## src/rtl/song_pkg.sv

```systemverilog
`default_nettype none
// ==========================================================================
// song_pkg : shared state encodings and default widths for the sequencer
// Rev 1.0
// ==========================================================================
package song_pkg;

  localparam int c_ADDR_W = 5;
  localparam int c_SONG_W = 2;

  typedef enum logic [1:0] {
    ST_IDLE  = 2'd0,
    ST_PLAY  = 2'd1,
    ST_PAUSE = 2'd2,
    ST_DONE  = 2'd3
  } state_t;

endpackage
`default_nettype wire

```

## src/rtl/song_address_sequencer_if.sv

```systemverilog
`default_nettype none
// ==========================================================================
// song_address_sequencer_if : control/status bundle between player and ROM
// Rev 1.0
// ==========================================================================
interface song_address_sequencer_if #(
  parameter int ADDR_W = song_pkg::c_ADDR_W,
  parameter int SONG_W = song_pkg::c_SONG_W
);

  logic                     play;
  logic                     restart;
  logic                     note_done;
  logic                     loop_en;
  logic [SONG_W-1:0]        song_sel;
  logic [ADDR_W-1:0]        song_last;
  logic [SONG_W+ADDR_W-1:0] note_addr;
  logic                     playing;
  logic                     song_done;
  logic [1:0]               state;

  modport master (
    output play, restart, note_done, loop_en, song_sel, song_last,
    input  note_addr, playing, song_done, state
  );

  modport slave (
    input  play, restart, note_done, loop_en, song_sel, song_last,
    output note_addr, playing, song_done, state
  );

endinterface
`default_nettype wire

```

## src/rtl/note_index_counter.sv

```systemverilog
`default_nettype none
// ==========================================================================
// note_index_counter : note index within a song, wraps after the last note
// Rev 1.0
// ==========================================================================
module note_index_counter
  import song_pkg::*;
#(
  parameter int ADDR_W = c_ADDR_W
) (
  input  wire logic              clk,
  input  wire logic              reset,
  input  wire logic              clear,
  input  wire logic              load,
  input  wire logic              enable,
  input  wire logic [ADDR_W-1:0] last,
  output logic      [ADDR_W-1:0] idx,
  output logic                   at_last
);

  logic [ADDR_W-1:0] r_idx;
  logic [ADDR_W-1:0] r_last;
  logic              w_at_last;

  assign w_at_last = (r_idx == r_last);

  // Wrap is an explicit compare, so a full-range song never relies on overflow.
  always_ff @(posedge clk or posedge reset) begin
    if (reset) begin
      r_idx  <= '0;
      r_last <= '0;
    end else if (load) begin
      r_idx  <= '0;
      r_last <= last;
    end else if (clear) begin
      r_idx  <= '0;
    end else if (enable) begin
      r_idx  <= w_at_last ? '0 : r_idx + 1'b1;
    end
  end

  assign idx     = r_idx;
  assign at_last = w_at_last;

endmodule
`default_nettype wire

```

## src/rtl/song_address_sequencer.sv

```systemverilog
`default_nettype none
// ==========================================================================
// song_address_sequencer : play/pause/loop FSM producing note ROM addresses
// Rev 1.0
// ==========================================================================
module song_address_sequencer
  import song_pkg::*;
#(
  parameter int ADDR_W = c_ADDR_W,
  parameter int SONG_W = c_SONG_W
) (
  input wire logic                 clk,
  input wire logic                 reset,
  song_address_sequencer_if.slave  bus
);

  state_t            r_state;
  state_t            w_next;
  logic [SONG_W-1:0] r_song;
  logic [ADDR_W-1:0] w_idx;
  logic              w_at_last;
  logic              w_load;
  logic              w_clear;
  logic              w_enable;
  logic              w_song_done;

  always_ff @(posedge clk or posedge reset) begin
    if (reset) begin
      r_state <= ST_IDLE;
      r_song  <= '0;
    end else begin
      r_state <= w_next;
      if (w_load) begin
        r_song <= bus.song_sel;
      end
    end
  end

  // restart outranks note_done and play everywhere except IDLE.
  always_comb begin
    w_next      = r_state;
    w_load      = 1'b0;
    w_clear     = 1'b0;
    w_enable    = 1'b0;
    w_song_done = 1'b0;
    case (r_state)
      ST_IDLE: begin
        w_clear = 1'b1;
        if (bus.play) begin
          w_load = 1'b1;
          w_next = ST_PLAY;
        end
      end
      ST_PLAY: begin
        if (bus.restart) begin
          w_load = 1'b1;
        end else begin
          if (bus.note_done) begin
            w_enable = 1'b1;
            if (w_at_last) begin
              w_song_done = 1'b1;
              if (!bus.loop_en) begin
                w_next = ST_DONE;
              end
            end
          end
          if (w_next == ST_PLAY && !bus.play) begin
            w_next = ST_PAUSE;
          end
        end
      end
      ST_PAUSE: begin
        if (bus.restart) begin
          w_load = 1'b1;
          w_next = ST_PLAY;
        end else if (bus.play) begin
          w_next = ST_PLAY;
        end
      end
      ST_DONE: begin
        w_clear = 1'b1;
        if (bus.restart) begin
          w_load = 1'b1;
          w_next = ST_PLAY;
        end else if (!bus.play) begin
          w_next = ST_IDLE;
        end
      end
      default: w_next = ST_IDLE;
    endcase
  end

  note_index_counter #(
    .ADDR_W (ADDR_W)
  ) u_note_index_counter (
    .clk     (clk),
    .reset   (reset),
    .clear   (w_clear),
    .load    (w_load),
    .enable  (w_enable),
    .last    (bus.song_last),
    .idx     (w_idx),
    .at_last (w_at_last)
  );

  assign bus.note_addr = {r_song, w_idx};
  assign bus.playing   = (r_state == ST_PLAY);
  assign bus.song_done = w_song_done;
  assign bus.state     = r_state;

endmodule
`default_nettype wire

```

## src/flat_wrapper.sv

```systemverilog
// flat-port wrapper written by rule: the top's interface ports become plain ports
module song_address_sequencer_flat import song_pkg::*;
#(
  parameter int ADDR_W = c_ADDR_W,
  parameter int SONG_W = c_SONG_W
)
  (clk, reset, bus_play, bus_restart, bus_note_done, bus_loop_en, bus_song_sel, bus_song_last, bus_note_addr, bus_playing, bus_song_done, bus_state);
  song_address_sequencer_if #(.ADDR_W(ADDR_W), .SONG_W(SONG_W)) bus_i ();
  input wire logic clk;
  input wire logic reset;
  input wire logic [$bits(bus_i.play)-1:0] bus_play;
  input wire logic [$bits(bus_i.restart)-1:0] bus_restart;
  input wire logic [$bits(bus_i.note_done)-1:0] bus_note_done;
  input wire logic [$bits(bus_i.loop_en)-1:0] bus_loop_en;
  input wire logic [$bits(bus_i.song_sel)-1:0] bus_song_sel;
  input wire logic [$bits(bus_i.song_last)-1:0] bus_song_last;
  output wire logic [$bits(bus_i.note_addr)-1:0] bus_note_addr;
  output wire logic [$bits(bus_i.playing)-1:0] bus_playing;
  output wire logic [$bits(bus_i.song_done)-1:0] bus_song_done;
  output wire logic [$bits(bus_i.state)-1:0] bus_state;
  assign bus_i.play = bus_play;
  assign bus_i.restart = bus_restart;
  assign bus_i.note_done = bus_note_done;
  assign bus_i.loop_en = bus_loop_en;
  assign bus_i.song_sel = bus_song_sel;
  assign bus_i.song_last = bus_song_last;
  assign bus_note_addr = bus_i.note_addr;
  assign bus_playing = bus_i.playing;
  assign bus_song_done = bus_i.song_done;
  assign bus_state = bus_i.state;
  song_address_sequencer #(.ADDR_W(ADDR_W), .SONG_W(SONG_W)) u_core (.clk(clk), .reset(reset), .bus(bus_i));
endmodule
```

## config.mk

```make
export PLATFORM = sky130hd
export DESIGN_NAME = song_address_sequencer_flat
export DESIGN_NICKNAME = d
export VERILOG_FILES = /design/src/rtl/song_pkg.sv /design/src/rtl/song_address_sequencer_if.sv /design/src/rtl/note_index_counter.sv /design/src/rtl/song_address_sequencer.sv /design/src/flat_wrapper.sv
export SDC_FILE = /design/constraint.sdc
export NUM_CORES = 1
export LEC_CHECK = 0
export CAP_MARGIN = 10
export CORE_MARGIN = 4
export CORE_UTILIZATION = 45
export CTS_CLUSTER_DIAMETER = 60
export DETAILED_ROUTE_END_ITERATION = 8
export PLACE_DENSITY_LB_ADDON = 0.05
export SKIP_LAST_GASP = 1
export SYNTH_ARGS = -nofsm -noshare
export SYNTH_HDL_FRONTEND = slang
export SYNTH_SLANG_ARGS = --single-unit
```

## constraint.sdc

```tcl
create_clock -name clk -period 4.3 [get_ports clk]
set_clock_uncertainty 0.15 [all_clocks]
set_input_delay 0.645 -clock clk [delete_from_list [all_inputs] [get_ports clk]]
set_output_delay 0.645 -clock clk [all_outputs]
set_load 0.005 [all_outputs]
```

-- Yosys cells after proc, flatten, opt, wreduce, memory -nomap -nowiden
Index checks and enable logic that the tools add are counted.
- flip-flop bits (word level): 14
- bits of input ports: 13
- output and inout bits: 11
- logic and storage cells: 46
- add/sub/neg operators: 1
- eq/ne operators: 7
- muxes and demuxes: 27
- reduce and logical (&&, ||, !) cells: 7
- operator list (operator ; number):
    $mux 2 ; 11
    $mux 5 ; 4
    $mux 1 ; 10
    $pmux 2 s4 ; 1
    $add 5x1->5 const B ; 1
    $eq 5x5->1 ; 1
    $eq 2x1->1 const B ; 2
    $eq 2x2->1 const B ; 2
    $ne 3x3->1 const B ; 1
    $reduce_bool 3->1 ; 1
    $reduce_or 3->1 ; 1
    $logic_not 2->1 ; 1
    $ne 2x2->1 const B ; 1
    $pmux 1 s2 ; 1
    $reduce_and 2->1 ; 1
    $reduce_or 2->1 ; 1
    $logic_and 1x1->1 ; 1
    $logic_not 1->1 ; 1

-- Logic depth before layout (Yosys ltp)
- word-level depth: 10
- mapped depth: 6
- gate-level depth less buffers: 6

-- Modules after synthesis
From an unflattened synthesis, not the netlist that was laid out.
- cell total of the unflattened synthesis: 87
- area total of the unflattened synthesis: 880.8 um^2
- modules (own cells, without submodules) (module ; instances ; cells an instance ; area each (um^2) ; seq. area each (um^2)):
    note_index_counter ; 1 ; 45 ; 501.7 ; 250.2
    song_address_sequencer ; 1 ; 42 ; 379.1 ; 100.1

-- Least setup slack after synthesis
Ideal clock, no wire load.
- path kind: register to output
- from: register u_core.r_state[1] (netlist: u_core.bus.state[1])
- to: output bus_song_done
- arrival: 1260 ps
- required time: 3505 ps
- setup slack: 2245 ps
- stages on the path, launching flop included: 5
- path buffers: 0
- cell sequence: dfrtp_1 inv_1 ha_1 and3b_1 and3_1
- longest elaborated chain between the ends: 2
- ends and longest elaborated chain (element ; RTL line ; text):
    start, declared ; song_address_sequencer.sv:17 ; state_t r_state;
    start signal, assigned ; song_address_sequencer.sv:32 ; r_state <= w_next;
    $eq 2x1->1 ; n/a ;
    named net bus_playing ; flat_wrapper.sv:18 ; output wire logic [$bits(bus_i.playing)-1:0] bus_playing;
    $mux 1 ; song_address_sequencer.sv:46 ; case (r_state)
    end, declared ; flat_wrapper.sv:19 ; output wire logic [$bits(bus_i.song_done)-1:0] bus_song_done;
The timed path passes the listed nets, and every way through them passes these cells.

-- Worst setup path in the final report
- from: input bus_restart
- to: output bus_song_done
- longest elaborated chain between the ends: 2
- ends and longest elaborated chain (element ; RTL line ; text):
    start, declared ; flat_wrapper.sv:12 ; input wire logic [$bits(bus_i.restart)-1:0] bus_restart;
    $mux 1 ; song_address_sequencer.sv:55 ; if (bus.restart) begin
    $mux 1 ; song_address_sequencer.sv:46 ;
Every way passes these cells.

==> metrics.cfg <==
[route]
avgRoutedWirePerCell_um=13.55
firstDrtPassIters=6
ant_nets=0
drt_iter0_markers=13
vias=653
drt-total-wl_mm=1.748
drc=0
viasPerCell=5.062

[grt]
grt_pass1_wl_mm=3.063
grt_overflow=0
antenna_found_initial=0
grt_max_degree=15
track_usage_pct=15.70
first_global_vias=659

[outcome]
outcome=complete, no violations

[synth]
synth_top_family_by_area=simple AND/OR/NAND/NOR gates
synth_top_area_share_pct=42.17
yosys.area.top_type=dfrtp_1
synthAdderAreaFrac_pct=7.530
synthMuxAreaShare_pct=13.40
synth-compound-area-share_pct=10.54
ys_types=29
synth_warnings=0
synth_xor_area_share_pct=8.434
synth-simple-area-share_pct=15.51
async_flop_share_pct=100.0
ys.flop_type=dfrtp_1
ys_ff_latch=14
netlist_instances=78
avgSynthCellArea_um2=10.65
synth_edf_count=0
syn_area_um2=830.8
ys_seq_area_share_pct=42.17
ys_top_cells_by_area=dfrtp_1, mux2_2, xor2_1, ha_1, nand2_1
synth_nets=96

[clock_tree]
clockBufferDepth=2
cts-root-buf=clkbuf_4
clock_latency_ns=0.28
cts_tree=done
post_cts_resized=0
cts_buffers=3
cts_setup_buffers=0
cts.clk_slew.worst_paths_ns=0.08
hold_buffers=0
ctsHtreeMaxLevel=1
cts.sinks=14

[critical_path]
start_kind=input port
critical_path.max_fanout=7
arrival_ns=2.32
critPathKind=input port to output port
cp-end-kind=output port
cp.required_ns=3.50

[timing]
rsz0062_at_grt=false
slew_violations=0
worstMarginPinSlew_ns=0.5374
hold_viol_final=0
slew_headroom_pct=64.13
finalSetupTns_ns=0
fmax_ghz=0.3209
finalSetupViolations=0
layout_min_cycle_time_ns=3.116
fin_crit_sh_pct=72.46

[placed_design]
gp_congestion=0.8535
place_area_mm2=0.001087
dp.final_hpwl_mm=1.318
portBuffers=23

[layout]
stdcell_area_mm2=0.001124
fillers=149
drive_gt1_share_pct=12.50
diodes=0
nNetsFinal=123
multiInputGateArea_um2=460.4
mostFrequentLayoutCells=clkdlybuf4s50_1, dfrtp_1, xor2_1
area_growth_pct=35.24
seq_area_um2=350.3
layout_commonest_cell=clkdlybuf4s50_1

[die]
core_mm2=0.001745
dieArea_mm2=0.002597
die_h_um=50.97
die_w_um=50.97
io_pins=24
start_util_pct=47.60
num_rows=15

[run]
maxCapViolCount=0

[power_and_ir_drop]
p_total_mw=0.5527
power_density_mw_per_mm2=491.9
vdd_drop_max_mv=0.2965
leakage_nw=0.4824

[worst_hold_path]
hold_class=flop to flop

## worst paths after layout
check	start	endpoint	slack, ns	cells after the start
setup reg to reg	u_core.bus.state[0]$_DFFE_PP0P_	u_core.u_note_index_counter.idx[0]$_DFFE_PP0P_	2.08	6
hold / removal	u_core.r_song[0]$_DFFE_PP0N_	u_core.r_song[0]$_DFFE_PP0N_	0.36	1
min in group asynchronous	reset	u_core.u_note_index_counter.r_last[1]$_DFFE_PP0N_	0.55	2
hold reg to reg	u_core.r_song[0]$_DFFE_PP0N_	u_core.r_song[0]$_DFFE_PP0N_	0.36	1
max in group asynchronous	reset	u_core.u_note_index_counter.r_last[0]$_DFFE_PP0N_	3.08	2
setup / recovery	bus_restart	bus_song_done	1.18	4
## worst max-delay path: stages
cell and delay, ns:
clkdlybuf4s50_1 0.54, and3b_1 0.36, and3_1 0.25, clkdlybuf4s50_1 0.53
## metrics by stage
step           setup WS [ns]  instances  util, %  hold WS, ns
6_report               1.184        129    64.37       0.3572
5_1_grt                1.114        129    64.37       0.3923
4_1_cts                1.195        129    64.37       0.3614
3_5_place_dp           1.202        125    62.29       0.3415
3_3_place_gp           1.232        125    62.29       0.3351
2_1_floorplan          2.245         78        -       0.3495
## cells in the mapped netlist, types with 2 or more instances
library cell	instances
inv_1	4
nor2_1	2
nand4_1	3
nor2b_1	2
xor2_1	8
mux2_2	7
a21oi_1	2
nor3_1	4
dfrtp_1	14
o22ai_1	2
o21ai_0	2
nand2_1	7
ha_1	5
## kinds of logic (layout without fill, tap and decap cells)
kind of cell    Yosys count  count (layout)
simple gates             24              24
flops                    14              14
compound gates           13              13
mux                       9               9
xor+xnor                  8               8
fa+ha+maj                 5               5
buf+inv                   5              31
## cell type report
type	count	share of cell area, %
inverters	4	1.336
flip-flops and latches	14	31.18
well taps	25	2.784
multi-input cells	59	40.98
repair buffers	23	20.49
clock buffers	4	3.229
## registers in the layout, summed over array words and instances, names as in the netlist
register	flops
u_core.u_note_index_counter.idx	5
u_core.r_song	2
u_core.u_note_index_counter.r_last	5
u_core.bus.state	2
## metal layers
metal	part of all wire (%)	up-vias	global-route usage, %	wire length [um]
met5	0	-	0	0
met4	0.69	0	5.381	12
met3	3.9	2	4.373	69
met2	47	13	22.10	813
met1	49	308	22.79	853
li1	-	330	-	-
## where the power goes
group / switching (mW) / internal [mW] / total [mW] / leakage, nW
Sequential: 0.0314 / 0.166 / 0.198 / 0.176
Combinational: 0.121 / 0.141 / 0.262 / 0.285
Clock: 0.0422 / 0.0514 / 0.0936 / 0.0210
Total: 0.195 / 0.358 / 0.553 / 0.482
Note: power is estimated with default switching activity, not from simulation.
